<file path="config.mk">
export PLATFORM = sky130hd
export DESIGN_NAME = algo_16m8d_ma_prefetch_flat
export DESIGN_NICKNAME = d
export VERILOG_FILES = /design/src/rtl/algo_16m8d_ma_pkg.sv /design/src/rtl/algo_16m8d_ma_prefetch_if.sv /design/src/rtl/algo_16m8d_ma_fifo.sv /design/src/rtl/algo_16m8d_ma_prefetch.sv /design/src/flat_wrapper.sv
export SDC_FILE = /design/constraint.sdc
export NUM_CORES = 1
export LEC_CHECK = 0
export ABC_AREA = 1
export CORE_ASPECT_RATIO = 0.8
export CORE_MARGIN = 2
export CORE_UTILIZATION = 42
export DETAILED_ROUTE_END_ITERATION = 8
export HOLD_SLACK_MARGIN = 0.05
export PLACE_DENSITY = 0.69
export SLEW_MARGIN = 20
export SYNTH_ARGS = -nofsm -noshare
export SYNTH_HDL_FRONTEND = slang
export SYNTH_HIERARCHICAL = 1
export SYNTH_SLANG_ARGS = --single-unit
</file>
<file path="constraint.sdc">
create_clock -name clk -period 2.1 [get_ports clk]
set_input_delay 0.21 -clock clk [delete_from_list [all_inputs] [get_ports clk]]
set_output_delay 0.21 -clock clk [all_outputs]
set_load 0.03 [all_outputs]
</file>
<file path="src/rtl/algo_16m8d_ma_pkg.sv">
// Shared definitions for the 16m8d malloc prefetch client.
//   state_e    : controller states (WAIT_RDY / ACTIVE / FLUSH)
//   ErrCntSat  : saturation value of the optional ECC event counters
//   cnt_width  : width of the FIFO / outstanding counters for a given log2 depth
package algo_16m8d_ma_pkg;

    typedef enum logic [1:0] {
        StWaitRdy = 2'd0,
        StActive  = 2'd1,
        StFlush   = 2'd2
    } state_e;

    localparam logic [15:0] ErrCntSat = 16'hFFFF;

    // Counters must represent the full depth, hence one bit more than log2(depth).
    function automatic int unsigned cnt_width(input int unsigned bitfifo);
        return bitfifo + 1;
    endfunction

endpackage

</file>
<file path="src/rtl/algo_16m8d_ma_prefetch_if.sv">
// Allocator-side bus of the malloc prefetch client.
//   ready                    : allocator free list initialised
//   ma_write                 : malloc request, one pulse per address
//   ma_vld/ma_adr            : in-order malloc response
//   ma_bp                    : allocator backpressure
//   ma_serr/ma_derr          : corrected / uncorrectable error on the response
//   dq_vld/dq_adr            : address returned to the free list
// Modports: master = prefetch client, slave = allocator.
interface algo_16m8d_ma_prefetch_if #(
    parameter int unsigned BITADDR = 14
);
    logic               ready;
    logic               ma_write;
    logic               ma_vld;
    logic [BITADDR-1:0] ma_adr;
    logic               ma_bp;
    logic               ma_serr;
    logic               ma_derr;
    logic               dq_vld;
    logic [BITADDR-1:0] dq_adr;

    modport master (
        input  ready, ma_vld, ma_adr, ma_bp, ma_serr, ma_derr,
        output ma_write, dq_vld, dq_adr
    );

    modport slave (
        output ready, ma_vld, ma_adr, ma_bp, ma_serr, ma_derr,
        input  ma_write, dq_vld, dq_adr
    );

endinterface

</file>
<file path="src/rtl/algo_16m8d_ma_fifo.sv">
// Register FIFO holding prefetched allocator addresses.
//   clk, rst (async, active-low)
//   push/push_adr : write an address (ignored when full)
//   pop           : drop the head (ignored when empty)
//   clear         : discard all contents, wins over push/pop
//   head          : oldest entry
//   count         : number of valid entries (BITFIFO+1 bits)
// FIFODEP must equal 2**BITFIFO so the pointers wrap naturally.
module algo_16m8d_ma_fifo #(
    parameter int unsigned BITADDR = 14,
    parameter int unsigned FIFODEP = 4,
    parameter int unsigned BITFIFO = 2
) (
    input  logic               clk,
    input  logic               rst,
    input  logic               push,
    input  logic [BITADDR-1:0] push_adr,
    input  logic               pop,
    input  logic               clear,
    output logic [BITADDR-1:0] head,
    output logic [BITFIFO:0]   count
);

    localparam logic [BITFIFO:0]   Full   = (BITFIFO + 1)'(FIFODEP);
    localparam logic [BITFIFO:0]   CntOne = (BITFIFO + 1)'(1);
    localparam logic [BITFIFO-1:0] PtrOne = BITFIFO'(1);

    logic [BITADDR-1:0] mem_q [FIFODEP];
    logic [BITFIFO-1:0] rd_ptr_q;
    logic [BITFIFO-1:0] wr_ptr_q;
    logic [BITFIFO:0]   count_q;
    logic               do_push;
    logic               do_pop;

    assign do_push = push && (count_q != Full);
    assign do_pop  = pop && (count_q != '0);
    assign head    = mem_q[rd_ptr_q];
    assign count   = count_q;

    always_ff @(posedge clk or negedge rst) begin
        if (!rst) begin
            for (int i = 0; i < int'(FIFODEP); i++) begin
                mem_q[i] <= '0;
            end
            rd_ptr_q <= '0;
            wr_ptr_q <= '0;
            count_q  <= '0;
        end else if (clear) begin
            rd_ptr_q <= '0;
            wr_ptr_q <= '0;
            count_q  <= '0;
        end else begin
            if (do_push) begin
                mem_q[wr_ptr_q] <= push_adr;
                wr_ptr_q        <= wr_ptr_q + PtrOne;
            end
            if (do_pop) begin
                rd_ptr_q <= rd_ptr_q + PtrOne;
            end
            if (do_push && !do_pop) begin
                count_q <= count_q + CntOne;
            end else if (!do_push && do_pop) begin
                count_q <= count_q - CntOne;
            end
        end
    end

endmodule

</file>
<file path="src/rtl/algo_16m8d_ma_prefetch.sv">
// Client-side end of the 16m8d allocator malloc/dequeue interface.
// Keeps up to FIFODEP addresses buffered or in flight, hands them to one consumer, returns
// freed addresses to the allocator, and on flush returns every held address.
// Ports:
//   clk, rst (async, active-low)
//   bus        : allocator bus (master modport): ready, ma_*, dq_*
//   al_vld/al_adr/al_pop : prefetched address to the consumer
//   fr_vld/fr_adr/fr_rdy : consumer frees an address
//   flush/flush_done     : return all held addresses; one-cycle completion pulse
//   prot_err   : sticky, response seen with nothing outstanding
// Optional feature macro ALGO_16M8D_MA_ERRCNT_EN adds saturating serr_cnt/derr_cnt outputs.
module algo_16m8d_ma_prefetch
    import algo_16m8d_ma_pkg::*;
#(
    parameter int unsigned BITADDR = 14,
    parameter int unsigned FIFODEP = 4,
    parameter int unsigned BITFIFO = 2
) (
    input  logic                          clk,
    input  logic                          rst,
    algo_16m8d_ma_prefetch_if.master      bus,
    output logic                          al_vld,
    output logic [BITADDR-1:0]            al_adr,
    input  logic                          al_pop,
    input  logic                          fr_vld,
    input  logic [BITADDR-1:0]            fr_adr,
    output logic                          fr_rdy,
    input  logic                          flush,
    output logic                          flush_done,
    output logic                          prot_err
`ifdef ALGO_16M8D_MA_ERRCNT_EN
    ,
    output logic [15:0]                   serr_cnt,
    output logic [15:0]                   derr_cnt
`endif
);

    localparam int unsigned       CntW   = cnt_width(BITFIFO);
    localparam logic [CntW-1:0]   CntOne = CntW'(1);
    localparam logic [CntW:0]     Depth  = (CntW + 1)'(FIFODEP);

    state_e             state_q;
    logic [CntW-1:0]    ocnt_q;
    logic [CntW-1:0]    fcnt;
    logic               dq_vld_q;
    logic [BITADDR-1:0] dq_adr_q;
    logic               prot_err_q;
    logic [BITADDR-1:0] fifo_head;

    logic               is_active;
    logic               is_flush;
    logic               fifo_nempty;
    logic [CntW:0]      in_flight;
    logic               ma_write;
    logic               rsp_ok;
    logic               push;
    logic               flush_pop;
    logic               pop;
    logic               lose_rdy;

    assign is_active   = (state_q == StActive);
    assign is_flush    = (state_q == StFlush);
    assign fifo_nempty = (fcnt != '0);
    // Credit: buffered plus outstanding never exceeds the FIFO depth, so a push never overflows.
    assign in_flight   = {1'b0, fcnt} + {1'b0, ocnt_q};
    assign ma_write    = is_active && bus.ready && !bus.ma_bp && (in_flight < Depth);
    // Responses only count against an outstanding request; strays flag prot_err instead.
    assign rsp_ok      = bus.ma_vld && (ocnt_q != '0);
    assign push        = rsp_ok && !bus.ma_derr;
    // With ready low the allocator is reinitialising; held addresses are simply dropped.
    assign flush_pop   = is_flush && bus.ready && fifo_nempty;
    assign pop         = (is_active && al_pop && fifo_nempty) || flush_pop;
    assign lose_rdy    = (state_q != StWaitRdy) && !bus.ready;

    assign flush_done  = is_flush && bus.ready && !fifo_nempty && (ocnt_q == '0);
    assign al_vld      = is_active && fifo_nempty;
    assign al_adr      = fifo_head;
    assign fr_rdy      = is_active;
    assign prot_err    = prot_err_q;

    assign bus.ma_write = ma_write;
    assign bus.dq_vld   = dq_vld_q;
    assign bus.dq_adr   = dq_adr_q;

    algo_16m8d_ma_fifo #(
        .BITADDR (BITADDR),
        .FIFODEP (FIFODEP),
        .BITFIFO (BITFIFO)
    ) u_fifo (
        .clk      (clk),
        .rst      (rst),
        .push     (push),
        .push_adr (bus.ma_adr),
        .pop      (pop),
        .clear    (lose_rdy),
        .head     (fifo_head),
        .count    (fcnt)
    );

    always_ff @(posedge clk or negedge rst) begin
        if (!rst) begin
            state_q    <= StWaitRdy;
            ocnt_q     <= '0;
            dq_vld_q   <= 1'b0;
            dq_adr_q   <= '0;
            prot_err_q <= 1'b0;
        end else begin
            if (bus.ma_vld && (ocnt_q == '0)) begin
                prot_err_q <= 1'b1;
            end

            // Frees only arrive in ACTIVE and flush pops only in FLUSH, so dq never collides.
            dq_vld_q <= (is_active && fr_vld) || flush_pop;
            dq_adr_q <= flush_pop ? fifo_head : fr_adr;

            if (lose_rdy) begin
                ocnt_q <= '0;
            end else if (ma_write && !rsp_ok) begin
                ocnt_q <= ocnt_q + CntOne;
            end else if (!ma_write && rsp_ok) begin
                ocnt_q <= ocnt_q - CntOne;
            end

            unique case (state_q)
                StWaitRdy: begin
                    if (bus.ready) state_q <= StActive;
                end
                StActive: begin
                    if (!bus.ready)  state_q <= StWaitRdy;
                    else if (flush)  state_q <= StFlush;
                end
                StFlush: begin
                    if (!bus.ready)      state_q <= StWaitRdy;
                    else if (flush_done) state_q <= StActive;
                end
                default: state_q <= StWaitRdy;
            endcase
        end
    end

`ifdef ALGO_16M8D_MA_ERRCNT_EN
    logic [15:0] serr_cnt_q;
    logic [15:0] derr_cnt_q;

    always_ff @(posedge clk or negedge rst) begin
        if (!rst) begin
            serr_cnt_q <= '0;
            derr_cnt_q <= '0;
        end else begin
            if (rsp_ok && bus.ma_serr && (serr_cnt_q != ErrCntSat)) begin
                serr_cnt_q <= serr_cnt_q + 16'd1;
            end
            if (rsp_ok && bus.ma_derr && (derr_cnt_q != ErrCntSat)) begin
                derr_cnt_q <= derr_cnt_q + 16'd1;
            end
        end
    end

    assign serr_cnt = serr_cnt_q;
    assign derr_cnt = derr_cnt_q;
`else
    logic unused_serr;
    assign unused_serr = bus.ma_serr;
`endif

endmodule
</file>
<file path="src/flat_wrapper.sv">
// flat-port wrapper written by rule: the top's interface ports become plain ports
module algo_16m8d_ma_prefetch_flat import algo_16m8d_ma_pkg::*;
#(
    parameter int unsigned BITADDR = 14,
    parameter int unsigned FIFODEP = 4,
    parameter int unsigned BITFIFO = 2
)
  (clk, rst, al_vld, al_adr, al_pop, fr_vld, fr_adr, fr_rdy, flush, flush_done, prot_err, bus_ready, bus_ma_vld, bus_ma_adr, bus_ma_bp, bus_ma_serr, bus_ma_derr, bus_ma_write, bus_dq_vld, bus_dq_adr);
  algo_16m8d_ma_prefetch_if #(.BITADDR(BITADDR)) bus_i ();
  input  logic clk;
  input  logic rst;
  output logic al_vld;
  output logic [BITADDR-1:0] al_adr;
  input  logic al_pop;
  input  logic fr_vld;
  input  logic [BITADDR-1:0] fr_adr;
  output logic fr_rdy;
  input  logic flush;
  output logic flush_done;
  output logic prot_err;
  input wire logic [$bits(bus_i.ready)-1:0] bus_ready;
  input wire logic [$bits(bus_i.ma_vld)-1:0] bus_ma_vld;
  input wire logic [$bits(bus_i.ma_adr)-1:0] bus_ma_adr;
  input wire logic [$bits(bus_i.ma_bp)-1:0] bus_ma_bp;
  input wire logic [$bits(bus_i.ma_serr)-1:0] bus_ma_serr;
  input wire logic [$bits(bus_i.ma_derr)-1:0] bus_ma_derr;
  output wire logic [$bits(bus_i.ma_write)-1:0] bus_ma_write;
  output wire logic [$bits(bus_i.dq_vld)-1:0] bus_dq_vld;
  output wire logic [$bits(bus_i.dq_adr)-1:0] bus_dq_adr;
  assign bus_i.ready = bus_ready;
  assign bus_i.ma_vld = bus_ma_vld;
  assign bus_i.ma_adr = bus_ma_adr;
  assign bus_i.ma_bp = bus_ma_bp;
  assign bus_i.ma_serr = bus_ma_serr;
  assign bus_i.ma_derr = bus_ma_derr;
  assign bus_ma_write = bus_i.ma_write;
  assign bus_dq_vld = bus_i.dq_vld;
  assign bus_dq_adr = bus_i.dq_adr;
  algo_16m8d_ma_prefetch #(.BITADDR(BITADDR), .FIFODEP(FIFODEP), .BITFIFO(BITFIFO)) u_core (.clk(clk), .rst(rst), .bus(bus_i), .al_vld(al_vld), .al_adr(al_adr), .al_pop(al_pop), .fr_vld(fr_vld), .fr_adr(fr_adr), .fr_rdy(fr_rdy), .flush(flush), .flush_done(flush_done), .prot_err(prot_err));
endmodule
</file>
==> results.md <==
| Stage | Metric | Reported |
|:---|:---|:---|
| critical path | CP startpoint | u_core/u_fifo/rd_ptr_q[0] |
| layout | Fin cells | 656 |
| routing | Met3 routed WL | 588 um |
| routing | Detail-routed via count per cell | 5.117 |
| die | Initial Util | 42.82% |
| yosys | Sequential cell area fraction in the yosys report | 51.52% |
| global route | Total GRT Usage | 19.11% |
| layout | Number of filler instances in the final layout | 833 |
| critical path | Critical Path Start Type | flop |
| yosys | Count leader, synth | sky130_fd_sc_hd__nand2_1 |
| clocking | Clock-pin slew of the registers on the worst-case setup and hold paths | 60 ps |
| pwr | Total power consumption of the routed design | 8.444 mW |
| global route | Aggregate global routing overflow | 0 |
| layout | N_diodes | 0 |
| yosys | Top cell types by occurrence after synthesis | 95 x sky130_fd_sc_hd__nand2_1, 84 x sky130_fd_sc_hd__dfrtp_1, 43 x sky130_fd_sc_hd__inv_1 |
| yosys | Share of the synthesized area in the top cell type | 51.52% |
| sta | Final setup TNS | 0 ps |
| sta | Period utilisation layout | 96.62% |
| sta | Worst clock skew on the final layout | 6.644 ps |
| routing | Overall via count from detail_route | 3357 |
| pwr | Worst IR drop on VDD | 0.7367 mV |
| critical path | Startpoint-to-endpoint class of the critical path | reg -> out |
| critical path | Depth of the most critical reg-to-reg path | 14 |
| global route | Antenna violations before repair | 0 |
| sta | Hold Violations, Final | 0 |
| clocking | H-tree Lvls | 3 |
| routing | Number of DRC markers in iteration 0 | 208 |
| critical path | Last element of the critical path | al_adr[13] |
| die | Die height | 92.16 um |
| layout | Fraction of layout instances using a drive strength above 1 | 22.35% |
| routing | Routed WL per cell | 14.63 um |
| global route | Global-route wire length before repair | 15.73 mm |
| clocking | Clock root buffer master | sky130_fd_sc_hd__clkbuf_16 |
| routing | Highest metal layer with signal wires | met4 |
| pwr | Net load switching power | 3.466 mW |
| placement | Quantity of I/O buffers inserted on ports | 70 |
| pwr | Int Pwr | 4.977 mW |
| clocking | Clock tree from TritonCTS | yes |
| critical path | Cell with the largest stage delay on the worst path | sky130_fd_sc_hd__clkdlybuf4s15_1 |
| clocking | Number of sinks driven by the clock tree | 84 |
| min path | Class of the most critical hold timing path | in -> async |
| clocking | Inserted Clock Buffers | 9 |
| yosys | Flip-flop cell with the highest count after synthesis | sky130_fd_sc_hd__dfrtp_1 |
| routing | Drt total wl | 9.599 mm |
| sta | Worst slew pin tran | 546.4 ps |
| die | Area inside the core boundary | 9529 um2 |
| global route | Vias in the first global route | 3163 |
| layout | Nets@finish | 578 |
| routing | First-pass detailed-route iteration total | 5 |
| yosys | Distinct cell type count after synthesis | 28 |
| pwr | Switching power share of the total | 41.05% |
| yosys | EDFF count, synth | 0 |
| sta | Rel. slew slack | 63.58% |
| global route | Maximum number of pins on one net before global-route repair | 45 |
| clocking | Maximum count of clock buffers along a single path | 2 |
| routing | Wire length the detailed router placed on met1 | 4.388 mm |
| routing | Number of remaining DRC errors | 0 |
| die | DIE AREA | 10520 um2 |
| clocking | Clock latency of the later-clocked register in the worst-skew pair | 330 ps |
| flow run | Number of max-cap violations | 0 |
| die | Die width | 114.2 um |
| critical path | CP peak stage delay | 420 ps |
| yosys | Post-synth ARST share | 100.0% |
| critical path | Crit path capture type | output port |
| pwr | Power per standard cell area | 1560 nW/um2 |
| critical path | Reg-to-reg critical path endpoint | u_core/u_fifo/count[2] |
| critical path | Critical path peak fanout | 11 |
| yosys | Synthesis-stage register bit count | 84 |
| pwr | Static Leakage | 2.677 nW |
| routing | Detail Route met2 WL | 4.567 mm |
| routing | Antenna Nets Post-Route | 0 |
| critical path | Critical-path cell list | inv_1 > buf_4 > o21ai_0 > o22ai_1 > clkdlybuf4s15_1 |
| layout | P&R area growth vs syn | 32.69% |
| critical path | Internal reg-to-reg setup slack | 80 ps |
| yosys | Number of instances in the synthesized netlist | 440 |
| yosys | Synthesis Warnings | 6 |
| critical path | Reg-to-reg critical path startpoint | u_core/u_fifo/count[2] |
| pwr | Portion of total power attributed to combinational logic | 49.6% |
| yosys | Top cell type by total area after synthesis | sky130_fd_sc_hd__dfrtp_1 |
| critical path | Data arrival time of the worst path | 1820 ps |
| critical path | Worst Path Required | 1890 ps |
| pwr | Power share of the clock group | 19.8% |
| sta | Highest attainable clock frequency | 492.8 MHz |
| yosys | Netlist area before placement | 4080 um2 |
| placement | Placed cell count | 638 |
| outcome | Run status | complete, no violations |
| yosys | Main area contributors after synthesis | sky130_fd_sc_hd__dfrtp_1 52%, sky130_fd_sc_hd__nand2_1 8.7%, sky130_fd_sc_hd__o21ai_2 4.5%, sky130_fd_sc_hd__o21ai_1 4.4%, sky130_fd_sc_hd__inv_1 4.0% |
| yosys | Syn nets | 486 |
| placement | Post-DP HPWL | 6.735 mm |
| yosys | Mean instance size in the synthesized netlist | 9.273 um2 |
| sta | Final max-slew violation count | 0 |
| die | Ports placed on the boundary | 72 |
| sta | Time the worst path needs with I/O delays and setup | 2029 ps |
| sta | Unrepaired setup endpoints after global routing | yes |
| placement | RePlAce Congestion | 0.8420 |
| pwr | Sequential group share of total power | 30.6% |
| sta | Setup violators final | 0 |
| die | Row cnt | 32 |
[final cells by class]
type / instances / area, um2 / area share (%)
flip-flops and latches: 84 / 2103 / 38.85
multi-input cells: 294 / 1735 / 32.05
repair buffers: 98 / 939.7 / 17.36
clock buffers: 11 / 232.7 / 4.299
inverters: 45 / 168.9 / 3.120
well taps: 119 / 148.9 / 2.750
clock inverters: 5 / 85.08 / 1.572
[flip-flops by register name, indices dropped and copies added (netlist names)]
register and flops:
u_core/u_fifo/wr_ptr_q 2, u_core/ocnt_q 3, u_core/u_fifo/rd_ptr_q 2, u_core/u_fifo/mem_q 56, u_core/prot_err 1, u_core/u_fifo/count 3, u_core/bus.dq_adr 14, u_core/state_q 2
u_core/bus.dq_vld 1
[kinds of logic after synthesis]
kind of cell / count (synthesis) / synth area share [%]
buffers and inverters: 62 / 7.390
multiplexers: 14 / 4.600
AO/OA/AOI/OAI: 107 / 15.64
XOR/XNOR: 1 / 0.2147
adder cells (fa/ha/maj): 8 / 2.821
flip-flops: 84 / 51.52
AND/OR/NAND/NOR: 164 / 17.82
[critical path, delay by kind of cell (launching register included)]
kind	cells	cell delay, ps
flip-flops	1	410
buffers and inverters	3	690
AO/OA/AOI/OAI	2	380
[cell usage in the layout, fill, tap and decap left out, types with 8 or more instances in the layout]
master / n
sky130_fd_sc_hd__o21ai_1: 36
sky130_fd_sc_hd__o21ai_0: 30
sky130_fd_sc_hd__nand2_2: 9
sky130_fd_sc_hd__nand2_1: 89
sky130_fd_sc_hd__buf_4: 32
sky130_fd_sc_hd__clkbuf_16: 9
sky130_fd_sc_hd__dfrtp_1: 83
sky130_fd_sc_hd__o21ai_2: 21
sky130_fd_sc_hd__inv_1: 41
sky130_fd_sc_hd__o22ai_1: 12
sky130_fd_sc_hd__nor2_1: 38
sky130_fd_sc_hd__clkdlybuf4s50_1: 53
sky130_fd_sc_hd__mux2_4: 8
[metal layers]
| metal | GRT usage (%) | vias up |
|---|---|---|
| met4 | 4.065 | 0 |
| met1 | 26.77 | 1606 |
| met3 | 4.164 | 4 |
| li1 | - | 1623 |
| met5 | 0 | - |
| met2 | 30.61 | 124 |
[worst min-delay path by stage]
stage          startpoint              endpoint  slack, ps  cells past startpoint
2_1_floorplan         rst  u_core/bus.dq_adr[0]        -90                      0
3_3_place_gp          rst       u_core/prot_err        230                      1
3_5_place_dp          rst       u_core/prot_err        240                      1
4_1_cts               rst       u_core/prot_err        430                      2
5_1_grt               rst       u_core/prot_err        460                      2
6_report              rst       u_core/prot_err        410                      2
[power groups by stage]
stage	Clock, mW	Sequential [mW]	Combinational (mW)
floorplan	0	2.62	2.49
global placement	0	2.57	4.05
detailed placement	0	2.60	4.16
CTS	1.70	2.58	4.10
global route	1.77	2.66	4.57
finish	1.67	2.58	4.19
[what timing repair did]
| action | 4_1_cts | 5_1_grt |
|---|---|---|
| pin swaps | 0 | 1 |
| hold buffers | 1 | 0 |
| setup endpoints to repair | 7 | 8 |
| hold endpoints to repair | 40 | 0 |
| buffers inserted | 0 | 1 |
| resized for setup | 7 | 14 |
[through the flow]
step	area, um2	util, %	hold slack (ps)	worst slack (ps)
2_1_floorplan	4099	-	-85.59	-46.13
3_3_place_gp	5049	52.98	226.6	26.47
3_5_place_dp	5049	52.98	236.1	-60.27
4_1_cts	5368	56.33	427.6	26.19
5_1_grt	5414	56.81	459.0	-49.09
6_report	5414	56.81	413.2	70.97
Power figures use the tool's default switching activity.
==> variant: new RTL, config.mk and constraints unchanged <==
`FIFODEP` is set to 4 in 3 places; all go to 2.
--- a/src/rtl/algo_16m8d_ma_fifo.sv
+++ b/src/rtl/algo_16m8d_ma_fifo.sv
@@ -10,3 +10,3 @@
     parameter int unsigned BITADDR = 14,
-    parameter int unsigned FIFODEP = 4,
+    parameter int unsigned FIFODEP = 2,
     parameter int unsigned BITFIFO = 2
--- a/src/rtl/algo_16m8d_ma_prefetch.sv
+++ b/src/rtl/algo_16m8d_ma_prefetch.sv
@@ -15,3 +15,3 @@
     parameter int unsigned BITADDR = 14,
-    parameter int unsigned FIFODEP = 4,
+    parameter int unsigned FIFODEP = 2,
     parameter int unsigned BITFIFO = 2
--- a/src/flat_wrapper.sv
+++ b/src/flat_wrapper.sv
@@ -4,3 +4,3 @@
     parameter int unsigned BITADDR = 14,
-    parameter int unsigned FIFODEP = 4,
+    parameter int unsigned FIFODEP = 2,
     parameter int unsigned BITFIFO = 2
Check against the original RTL: not equivalent (Yosys sat finds a counterexample within 4 cycles, from zero or initial values and one cycle with rst low).
==> variant against the original RTL <==
  * Routed wire length fell by 31%
  * Via count fell by 30%
  * Worst setup slack got worse by 0.059 ns
  * Combinational power fell by 22%
  * Cell area fell by 26%
  * Sequential cell count fell by 29
  * Power fell by 34%
  * Final cell count fell by 21%
  * Synthesized area fell by 28%
  * Largest cell class unchanged
==> variant: results (changes against the original RTL) <==
[clock_tree]
h-tree-depth=2  ; -1
clock-root-buffer=clkbuf_8
cts_buffers=5  ; -4
clock_path_buffers=2  ; unchanged
clk_pin_slew_ns=0.10  ; +0.04 ns
insertion_delay_ns=0.30  ; -0.03 ns

[pwr]
vdd_drop_max_uv=638.2  ; -13%
total_leakage_power_nw=2.086  ; -22%

[layout]
fin_nets=473  ; -18%
largest_reg_flops=28  ; -50%
regMostFlops=u_core/u_fifo/mem_q
drive_gt1_frac=0.2774  ; +0.05393

[synth]
synth.net_count=382  ; -21%
synth_cell_types=26  ; -7.1%
synth_mux_area_frac=0  ; -0.04600
synth_top_cells_by_area=dfrtp_1 (47%), nand2_1 (14%), o21ai_2 (13%), inv_1 (6.0%), nand2_2 (2.8%)
synth_xor_area_frac=0.008963  ; +0.006816
synth_fa_ha_area_frac=0.03756  ; +0.009346
synth_common_cells=nand2_1 (111), dfrtp_1 (55), inv_1 (47)
synth_warnings=6  ; unchanged
synth-compound-area-share=0.1383  ; -0.01811
ys_seq_area_frac=0.4695  ; -0.04570

[route]
via_per_inst=4.558  ; -11%
wl_per_cell_um=12.83  ; -12%
via_count=2352  ; -30%
drt_iter0_markers=117  ; -44%

[worst_setup_path]
worstPathArrival_ns=2.33  ; +0.51 ns
crit_family=simple AND/OR/NAND/NOR gates
cp_max_fo=3  ; -8
slowest_stage=dfrtp_1

[timing]
tightest_slew_ns=0.6992  ; +0.1528 ns
skew_ns=0.006641  ; -0.000003170 ns

[placed_design]
hpwl_um=4755  ; -29%
post-place-ws_ns=-0.3407  ; -0.2804 ns
place_inst=504  ; -21%
gp_congestion=0.8351  ; -0.82%
placed_cell_area_sq_um=3830  ; -24%

[global_route]
grt_pass1_vias=2259  ; -29%
grtUsageTotal=0.1763  ; -0.01473
grt_pass1_wl_um=10920  ; -31%
grt_start_max_net_pins=56  ; +24%

[outcome]
status=complete, no violations

## variant: changes by cell type after synthesis, sizes merged, moves of 14 or more
cell,unedited run,this run
dfrtp,84,55
mux2,14,0
nand2,104,127
nor2,43,17
o21ai,87,46
o22ai,14,0
## variant: worst paths after layout
kind | cells past startpoint | slack [ns] | end | startpoint
max reg2reg | 13 | 0.01 | u_core/u_fifo/count[2]$_DFFE_PN0P_ | u_core/state_q[0]$_DFFE_PN0P_
min in group clk | 5 | 0.37 | u_core/state_q[1]$_DFFE_PN0P_ | bus_ready
max | 13 | 0.01 | u_core/u_fifo/count[2]$_DFFE_PN0P_ | u_core/state_q[0]$_DFFE_PN0P_
max in group asynchronous | 2 | 1.57 | u_core/u_fifo/count[2]$_DFFE_PN0P_ | rst
min reg2reg | 1 | 0.48 | u_core/prot_err$_DFFE_PN0P_ | u_core/prot_err$_DFFE_PN0P_
min | 2 | 0.04 | u_core/bus.dq_adr[7]$_DFF_PN0_ | rst
## variant: routing by layer
| layer | GRT usage | part of all wire |
|---|---|---|
| met1 | 0.2482 | 0.48 |
| met2 | 0.2779 | 0.47 |
| met3 | 0.04137 | 0.044 |
| met4 | 0.04444 | 0.0076 |
| met5 | 0 | 0 |
## variant: timing repair
action | in CTS | in global routing
gates cloned | 0 | 0
setup endpoints to repair | 1 | 13
resized for setup | 2 | 20
buffers inserted | 0 | 4
pin swaps | 2 | 6
hold buffers | 0 | 0
## variant: kinds of logic (layout without fill, tap and decap cells)
kind of cell | count (synthesis) | after routing
buffers and inverters | 59 | 151
AOI/OAI and AO/OA | 49 | 49
DFF | 55 | 55
adders and majority gates | 7 | 7
xor gates and xnor gates | 3 | 3
and+or+nand+nor | 164 | 164
## variant: layout make-up
| type | count | share of cell area |
|---|---|---|
| Multi-Input combinational cell | 223 | 0.3355 |
| Timing Repair Buffer | 93 | 0.2238 |
| Clock inverter | 3 | 0.004994 |
| Clock buffer | 5 | 0.01717 |
| Inverter | 50 | 0.04744 |
| Tap cell | 87 | 0.02715 |
| Sequential cell | 55 | 0.3439 |
## variant: stage by stage
stage / hold WS (ns) / power, mW / utilization
after floorplan: -0.08559 / 3.815 / -
after global placement: 0.3948 / 4.814 / 0.5612
after detailed placement: 0.3909 / 4.897 / 0.5612
after CTS: 0.05565 / 5.523 / 0.5759
after global routing: 0.08185 / 6.043 / 0.5875
final: 0.03735 / 5.576 / 0.5875
## variant: power breakdown
group	leakage (nW)	switching (mW)	internal, mW	total, mW
clock	0.0402	0.352	0.233	0.585
sequential	0.678	0.270	1.47	1.74
combinational	1.37	1.92	1.33	3.25
total	2.09	2.54	3.03	5.58
